File: src/rtl/vga_draw_pkg.sv
// Shared types and screen geometry for the VGA draw scheduler.
// Used by vga_draw_scheduler and draw_layer_select.
package vga_draw_pkg;

  localparam logic [8:0] SCREEN_W = 9'd320;
  localparam logic [7:0] SCREEN_H = 8'd240;

  typedef logic [8:0] xcoord_t;
  typedef logic [7:0] ycoord_t;
  typedef logic [2:0] color_t;

  typedef enum logic [1:0] {
    IDLE    = 2'd0,
    START   = 2'd1,
    GRANT   = 2'd2,
    ADVANCE = 2'd3
  } sched_state_t;

  function automatic logic on_screen(input xcoord_t px, input ycoord_t py);
    return (px < SCREEN_W) && (py < SCREEN_H);
  endfunction

endpackage

File: src/rtl/draw_layer_select.sv
// Finds the lowest enabled layer strictly above the current index.
// A current index of -1 (all ones) searches from layer 0.
module draw_layer_select
  import vga_draw_pkg::*;
#(
  parameter int N_LAYERS = 3,
  parameter int IDX_W    = 2
) (
  input  logic [N_LAYERS-1:0] mask,
  input  logic signed [IDX_W:0] cur,
  output logic [IDX_W-1:0]    nxt,
  output logic                found
);

  // Downward scan so the lowest qualifying index is the one left standing.
  always_comb begin
    nxt   = '0;
    found = 1'b0;
    for (int i = N_LAYERS - 1; i >= 0; i--) begin
      if (mask[i] && (i > int'(cur))) begin
        found = 1'b1;
        nxt   = IDX_W'(i);
      end
    end
  end

endmodule

File: src/rtl/vga_draw_scheduler.sv
// Frame scheduler granting the VGA pixel-write port to draw layers in order.
// Optional build macro VGA_SCHED_OVERRUN_CNT_EN adds an ignored-V_SYNC counter port.
module vga_draw_scheduler
  import vga_draw_pkg::*;
#(
  parameter int N_LAYERS       = 3,
  parameter int TIMEOUT_CYCLES = 131072
) (
  input  logic                   clk,
  input  logic                   iResetn,
  input  logic                   iVSync,
  input  logic [N_LAYERS-1:0]    iLayerEn,
  input  xcoord_t [N_LAYERS-1:0] iReqX,
  input  ycoord_t [N_LAYERS-1:0] iReqY,
  input  color_t  [N_LAYERS-1:0] iReqColor,
  input  logic [N_LAYERS-1:0]    iReqValid,
  input  logic [N_LAYERS-1:0]    iReqDone,
  output logic [N_LAYERS-1:0]    oGrant,
  output logic [N_LAYERS-1:0]    oStart,
  output xcoord_t                x,
  output ycoord_t                y,
  output color_t                 color,
  output logic                   writeEn,
  output logic                   oBusy,
  output logic                   oFrameDone,
  output logic                   oTimeout
`ifdef VGA_SCHED_OVERRUN_CNT_EN
  ,
  output logic [7:0]             oOverrunCnt
`endif
);

  localparam int IDX_W = (N_LAYERS > 1) ? $clog2(N_LAYERS) : 1;
  localparam int WD_W  = (TIMEOUT_CYCLES > 1) ? $clog2(TIMEOUT_CYCLES) : 1;
  localparam logic [WD_W-1:0] WD_LAST = WD_W'(TIMEOUT_CYCLES - 1);
  localparam logic [WD_W-1:0] WD_MAX  = {WD_W{1'b1}};

  sched_state_t         state_q, state_d;
  logic                 vsync_prev_q, vsync_prev_d;
  logic [N_LAYERS-1:0]  mask_q, mask_d;
  logic [IDX_W-1:0]     idx_q, idx_d;
  logic [WD_W-1:0]      wd_q, wd_d;
  logic [N_LAYERS-1:0]  grant_q, grant_d;
  logic [N_LAYERS-1:0]  start_q, start_d;
  xcoord_t              x_q, x_d;
  ycoord_t              y_q, y_d;
  color_t               color_q, color_d;
  logic                 we_q, we_d;
  logic                 busy_q, busy_d;
  logic                 fdone_q, fdone_d;
  logic                 timeout_q, timeout_d;
  logic [7:0]           ovr_q, ovr_d;

  logic                 fall_s;
  logic                 hit_wd_s;
  logic [N_LAYERS-1:0]  sel_mask_s;
  logic signed [IDX_W:0] sel_cur_s;
  logic [IDX_W-1:0]     sel_idx_s;
  logic                 sel_found_s;

  draw_layer_select #(
    .N_LAYERS (N_LAYERS),
    .IDX_W    (IDX_W)
  ) u_select (
    .mask  (sel_mask_s),
    .cur   (sel_cur_s),
    .nxt   (sel_idx_s),
    .found (sel_found_s)
  );

  // Selector sees the live enables in START (mask is latched that cycle).
  always_comb begin
    if (state_q == START) begin
      sel_mask_s = iLayerEn;
      sel_cur_s  = '1;
    end else begin
      sel_mask_s = mask_q;
      sel_cur_s  = $signed({1'b0, idx_q});
    end
  end

  // Next-state and registered-output computation for the frame sequencer.
  always_comb begin
    fall_s       = ~iVSync & vsync_prev_q;
    hit_wd_s     = (wd_q == WD_LAST);
    vsync_prev_d = iVSync;
    state_d      = state_q;
    mask_d       = mask_q;
    idx_d        = idx_q;
    wd_d         = wd_q;
    grant_d      = grant_q;
    start_d      = '0;
    x_d          = x_q;
    y_d          = y_q;
    color_d      = color_q;
    we_d         = 1'b0;
    busy_d       = busy_q;
    fdone_d      = 1'b0;
    timeout_d    = timeout_q;
    ovr_d        = ovr_q;

    if (fall_s && (state_q != IDLE) && (ovr_q != 8'hFF)) begin
      ovr_d = ovr_q + 8'd1;
    end else begin
      ovr_d = ovr_q;
    end

    case (state_q)
      IDLE: begin
        grant_d = '0;
        if (fall_s) begin
          state_d = START;
          busy_d  = 1'b1;
        end else begin
          busy_d  = 1'b0;
        end
      end
      START, ADVANCE: begin
        grant_d = '0;
        wd_d    = '0;
        if (state_q == START) begin
          mask_d = iLayerEn;
        end else begin
          mask_d = mask_q;
        end
        if (sel_found_s) begin
          state_d = GRANT;
          idx_d   = sel_idx_s;
          grant_d = N_LAYERS'(1) << sel_idx_s;
          start_d = N_LAYERS'(1) << sel_idx_s;
        end else begin
          state_d = IDLE;
          busy_d  = 1'b0;
          fdone_d = 1'b1;
        end
      end
      GRANT: begin
        x_d     = iReqX[idx_q];
        y_d     = iReqY[idx_q];
        color_d = iReqColor[idx_q];
        we_d    = iReqValid[idx_q] & on_screen(iReqX[idx_q], iReqY[idx_q]);
        if (iReqDone[idx_q] || hit_wd_s) begin
          state_d = ADVANCE;
          grant_d = '0;
          wd_d    = '0;
          if (hit_wd_s) begin
            timeout_d = 1'b1;
          end else begin
            timeout_d = timeout_q;
          end
        end else begin
          wd_d = (wd_q == WD_MAX) ? wd_q : wd_q + 1'b1;
        end
      end
      default: begin
        state_d = IDLE;
        grant_d = '0;
        busy_d  = 1'b0;
      end
    endcase
  end

  // State and output registers; reset drops grant and strobe immediately.
  always_ff @(posedge clk or negedge iResetn) begin
    if (!iResetn) begin
      state_q      <= IDLE;
      vsync_prev_q <= 1'b1;
      mask_q       <= '0;
      idx_q        <= '0;
      wd_q         <= '0;
      grant_q      <= '0;
      start_q      <= '0;
      x_q          <= '0;
      y_q          <= '0;
      color_q      <= '0;
      we_q         <= 1'b0;
      busy_q       <= 1'b0;
      fdone_q      <= 1'b0;
      timeout_q    <= 1'b0;
      ovr_q        <= 8'd0;
    end else begin
      state_q      <= state_d;
      vsync_prev_q <= vsync_prev_d;
      mask_q       <= mask_d;
      idx_q        <= idx_d;
      wd_q         <= wd_d;
      grant_q      <= grant_d;
      start_q      <= start_d;
      x_q          <= x_d;
      y_q          <= y_d;
      color_q      <= color_d;
      we_q         <= we_d;
      busy_q       <= busy_d;
      fdone_q      <= fdone_d;
      timeout_q    <= timeout_d;
      ovr_q        <= ovr_d;
    end
  end

  assign oGrant     = grant_q;
  assign oStart     = start_q;
  assign x          = x_q;
  assign y          = y_q;
  assign color      = color_q;
  assign writeEn    = we_q;
  assign oBusy      = busy_q;
  assign oFrameDone = fdone_q;
  assign oTimeout   = timeout_q;

`ifdef VGA_SCHED_OVERRUN_CNT_EN
  assign oOverrunCnt = ovr_q;
`else
  logic unused_ovr_s;
  assign unused_ovr_s = ^ovr_q;
`endif

endmodule
File: config.mk
export PLATFORM = sky130hd
export DESIGN_NAME = vga_draw_scheduler
export DESIGN_NICKNAME = d
export VERILOG_FILES = /design/src/rtl/vga_draw_pkg.sv /design/src/rtl/draw_layer_select.sv /design/src/rtl/vga_draw_scheduler.sv
export SDC_FILE = /design/constraint.sdc
export NUM_CORES = 1
export LEC_CHECK = 0
export ABC_CLOCK_PERIOD_IN_PS = 2100
export BUFFER_PORTS_ARGS = -buffer_cell sky130_fd_sc_hd__buf_2
export CELL_PAD_IN_SITES_DETAIL_PLACEMENT = 1
export CELL_PAD_IN_SITES_GLOBAL_PLACEMENT = 1
export CORE_ASPECT_RATIO = 1.2
export CORE_MARGIN = 5
export CORE_UTILIZATION = 34
export CTS_BUF_LIST = sky130_fd_sc_hd__clkbuf_16
export CTS_CLUSTER_SIZE = 10
export DETAILED_ROUTE_END_ITERATION = 8
export PLACE_DENSITY = 0.89
export SLEW_MARGIN = 40
export SYNTH_ARGS = -nofsm -noshare
export SYNTH_HDL_FRONTEND = slang
export SYNTH_HIERARCHICAL = 1
export SYNTH_SLANG_ARGS = --single-unit
File: constraint.sdc
create_clock -name clk -period 2.1 [get_ports clk]
set_input_delay 0.315 -clock clk [delete_from_list [all_inputs] [get_ports clk]]
set_output_delay 0.315 -clock clk [all_outputs]
set_load 0.02 [all_outputs]
==> results.yml <==
status:
  status: "finished with violations"
  violations: "setup timing"
die:
  core_um2: 8520
  io_pins: 102
  core.rowCount: 37
  die_h_um: 112
  die_x_um: 94.9
  initial_core_util_pct: 34.6
  die-area_um2: 10600
pwr:
  ir_drop_mv: 0.834
  p_leak_uw: 0.00199
  power_density_nw_per_um2: 1330
clock_tree:
  cts_tree: "yes"
  htree_num_levels: 2
  clk-insertion-delay-late_ns: 0.29
  clk_pin_slew_ns: 0.07
  cts-buffers-inserted: 5
  cts-root-buf: "clkbuf_16"
  clockBufferDepth: 2
  cts.sink_count: 55
placed_design:
  placed_cell_area_um2: 3730
  port_buffers: 101
  dp.final_hpwl_um: 7330
  gp_congestion: 0.803
  place_inst: 522
sta:
  worst-slew-pin-transition_ns: 0.622
  fin_setup_tns_ns: -0.0714
  slew_violations: 0
  setup-violations-final: 3
  hold_violations: 0
  period_minus_slack_ns: 2.14
  rsz0062_at_grt: "yes"
  slew_headroom_pct: 58.5
  fin_crit_sh_pct: 102
  setup_slack_ns: -0.0410
  whs_ns: 0.0281
  clock_skew_ns: 0.00291
  clock.fmax_ghz: 0.467
final_layout:
  layout-drive-gt1-share_pct: 44.5
  fillers: 1031
  fin_cells: 539
  finalInstanceArea_um2: 4070
  layout.nets: 495
  finish.utilization_pct: 47.7
  diodes: 0
  area_growth_pct: 38.1
yosys:
  syn_area_per_cell_um2: 9.95
  synth_top_flop_cell: "dfrtp_1"
  synth-seq-cells: 55
  syn_nets: 370
  synth-compound-area-share_pct: 18.5
  synth_top_family_by_area: "compound AO/OA/AOI/OAI gates"
  synthesis.area_um2: 2940
  netlist.area_leader.share_pct: 45.9
  synthTopCellsByArea: "dfrtp_1, mux2_2, mux2i_1, a31oi_1, o21ai_0"
  yosysSeqAreaShare_pct: 46.8
  syn-instance-count: 296
  synth_edf_count: 0
  yosysMostFrequentCell: "dfrtp_1"
  synthAdderAreaFrac_pct: 0.850
  synthArstFlopShare_pct: 100
  synth_top_cell_by_area: "dfrtp_1"
  netlist_top_cells_count: "dfrtp_1, nand2_1, o21ai_0"
  synth_mux_area_share_pct: 11.7
  yosys_warnings: 6
  synth_cell_types: 43
  yosys.area_share.simple_pct: 18.1
  synth_xor_area_share_pct: 0
worst_setup_path:
  cp_common_cell: "ha_2"
  cp_slowest_stage_delay_ns: 0.44
  worst_setup_path_end_kind: "register"
  path_cells: "ha_2 > nand3_2 > or2_4 > nor3_2 > ha_2 > a221oi_4 > buf_4 > o211ai_1 > a31oi_1"
  crit_type: "reg2reg"
  crit_slowest_cell: "a221oi_4"
  cp_max_fo: 8
  required_ns: 2.31
  startpoint_type: "register"
  cp.arrival_ns: 2.35
route:
  drc: 0
  wirelength_um: 9940
  first_pass_iters: 4
  drtIter0Drc: 96
  num_vias: 2901
  ant_nets: 0
  wire_per_inst_um: 18.4
  vias_per_cell: 5.38
global_routing:
  grt_remaining_overflow: 0
  antenna_found_initial: 0
  grt_pass1_wl_um: 15200
  grt_start_max_net_pins: 43
  grt_use_total_pct: 17.8
  grt_pass1_vias: 3114
min_path:
  hold_path.class: "in2async"
job:
  drv_cap: 0
[cell usage in the layout, fill, tap and decap left out, types with 2 or more instances in the layout]
master       n
nand3_1      6
buf_2      101
buf_6        2
nor2b_1      5
a22o_1       4
or2_2        3
ha_2         2
clkbuf_16    5
nand4_1      6
a41oi_1      3
dfrtp_1     54
nand2_1     26
a31o_2       2
a31oi_1     15
and3_1       8
nor4_1       2
a21o_1       4
a21oi_1     15
buf_4       35
a31oi_2      3
and2_1       3
o211ai_1     3
mux2i_1     16
a22oi_1      6
nor3_1       4
nand3b_1     6
o21ai_0     21
mux2_4       2
nor2_1      17
mux2_2      14
inv_1        2
a41oi_2      2
[repair_timing]
item,in CTS,in global routing
setup endpoints to repair,15,23
cloned,0,2
pin swaps,1,11
resized for setup,5,18
hold buffers,0,0
setup buffers,2,5
[per-stage QoR]
stage / worst slack [ns] / power (uW)
5_1_grt: -0.153 / 5750
3_5_place_dp: -0.0779 / 4150
3_3_place_gp: 0.0602 / 4000
4_1_cts: 0.00164 / 5150
6_report: -0.0410 / 5390
2_1_floorplan: 0.0270 / 3280
[logic make-up (layout without fill, tap and decap cells)]
logic type | after synthesis | count (layout)
AND/OR/NAND/NOR | 101 | 101
AO/OA/AOI/OAI | 83 | 83
flip-flops | 55 | 55
multiplexers | 32 | 32
buffers and inverters | 23 | 149
adder cells (fa/ha/maj) | 2 | 2
[sequential cells by signal (all words and copies together), names as in the netlist, named ones only]
signal and flops:
oStart 3, oTimeout 1, mask_q 3, oFrameDone 1
oGrant 3, writeEn 1, oBusy 1, state_q 1
x 9, vsync_prev_q 1, idx_q 2, wd_q 17
y 8, color 3
[critical path, delay by kind of cell (launching register included)]
family	cells	cell delay (ns)
AOI/OAI and AO/OA	3	0.75
adders and majority gates	2	0.40
buffers and inverters	1	0.24
DFF	1	0.39
and+or+nand+nor	3	0.27
[power breakdown]
part	internal (uW)	leakage, uW	switching [uW]
combinational	1140	0.00119	1710
sequential	1390	0.000720	188
clock	564	0.0000818	396
[per-layer routing]
metal  vias up  wire length (um)  share of wire [%]  track usage, %
li1       1337                 -                  -               -
met1      1438              3710                 37            19.9
met2       102              5410                 54            33.8
met3        24               616                6.2            3.11
met4         0               207                2.1            4.72
met5         -                 0                  0               0
[path summary, 6_finish.rpt]
check / cells past startpoint / start / slack (ns) / endpoint
max reg2reg: 9 / wd_q[1] / -0.04 / wd_q[12]
min in group clk: 1 / iVSync / 0.12 / vsync_prev_q
min reg2reg: 2 / y[2] / 0.48 / y[2]
min: 1 / iResetn / 0.03 / wd_q[5]
max in group asynchronous: 2 / iResetn / 1.43 / vsync_prev_q
max: 9 / wd_q[1] / -0.04 / wd_q[12]
[area by class of cell]
class	count	area [um2]	share of cell area [%]
Clock buffer	5	125	3.08
Clock inverter	3	42.5	1.05
Inverter	2	7.51	0.185
Multi-Input combinational cell	218	1560	38.3
Sequential cell	55	1380	33.9
Tap cell	117	146	3.60
Timing Repair Buffer	139	811	19.9
Note: power is estimated with default switching activity, not from simulation.
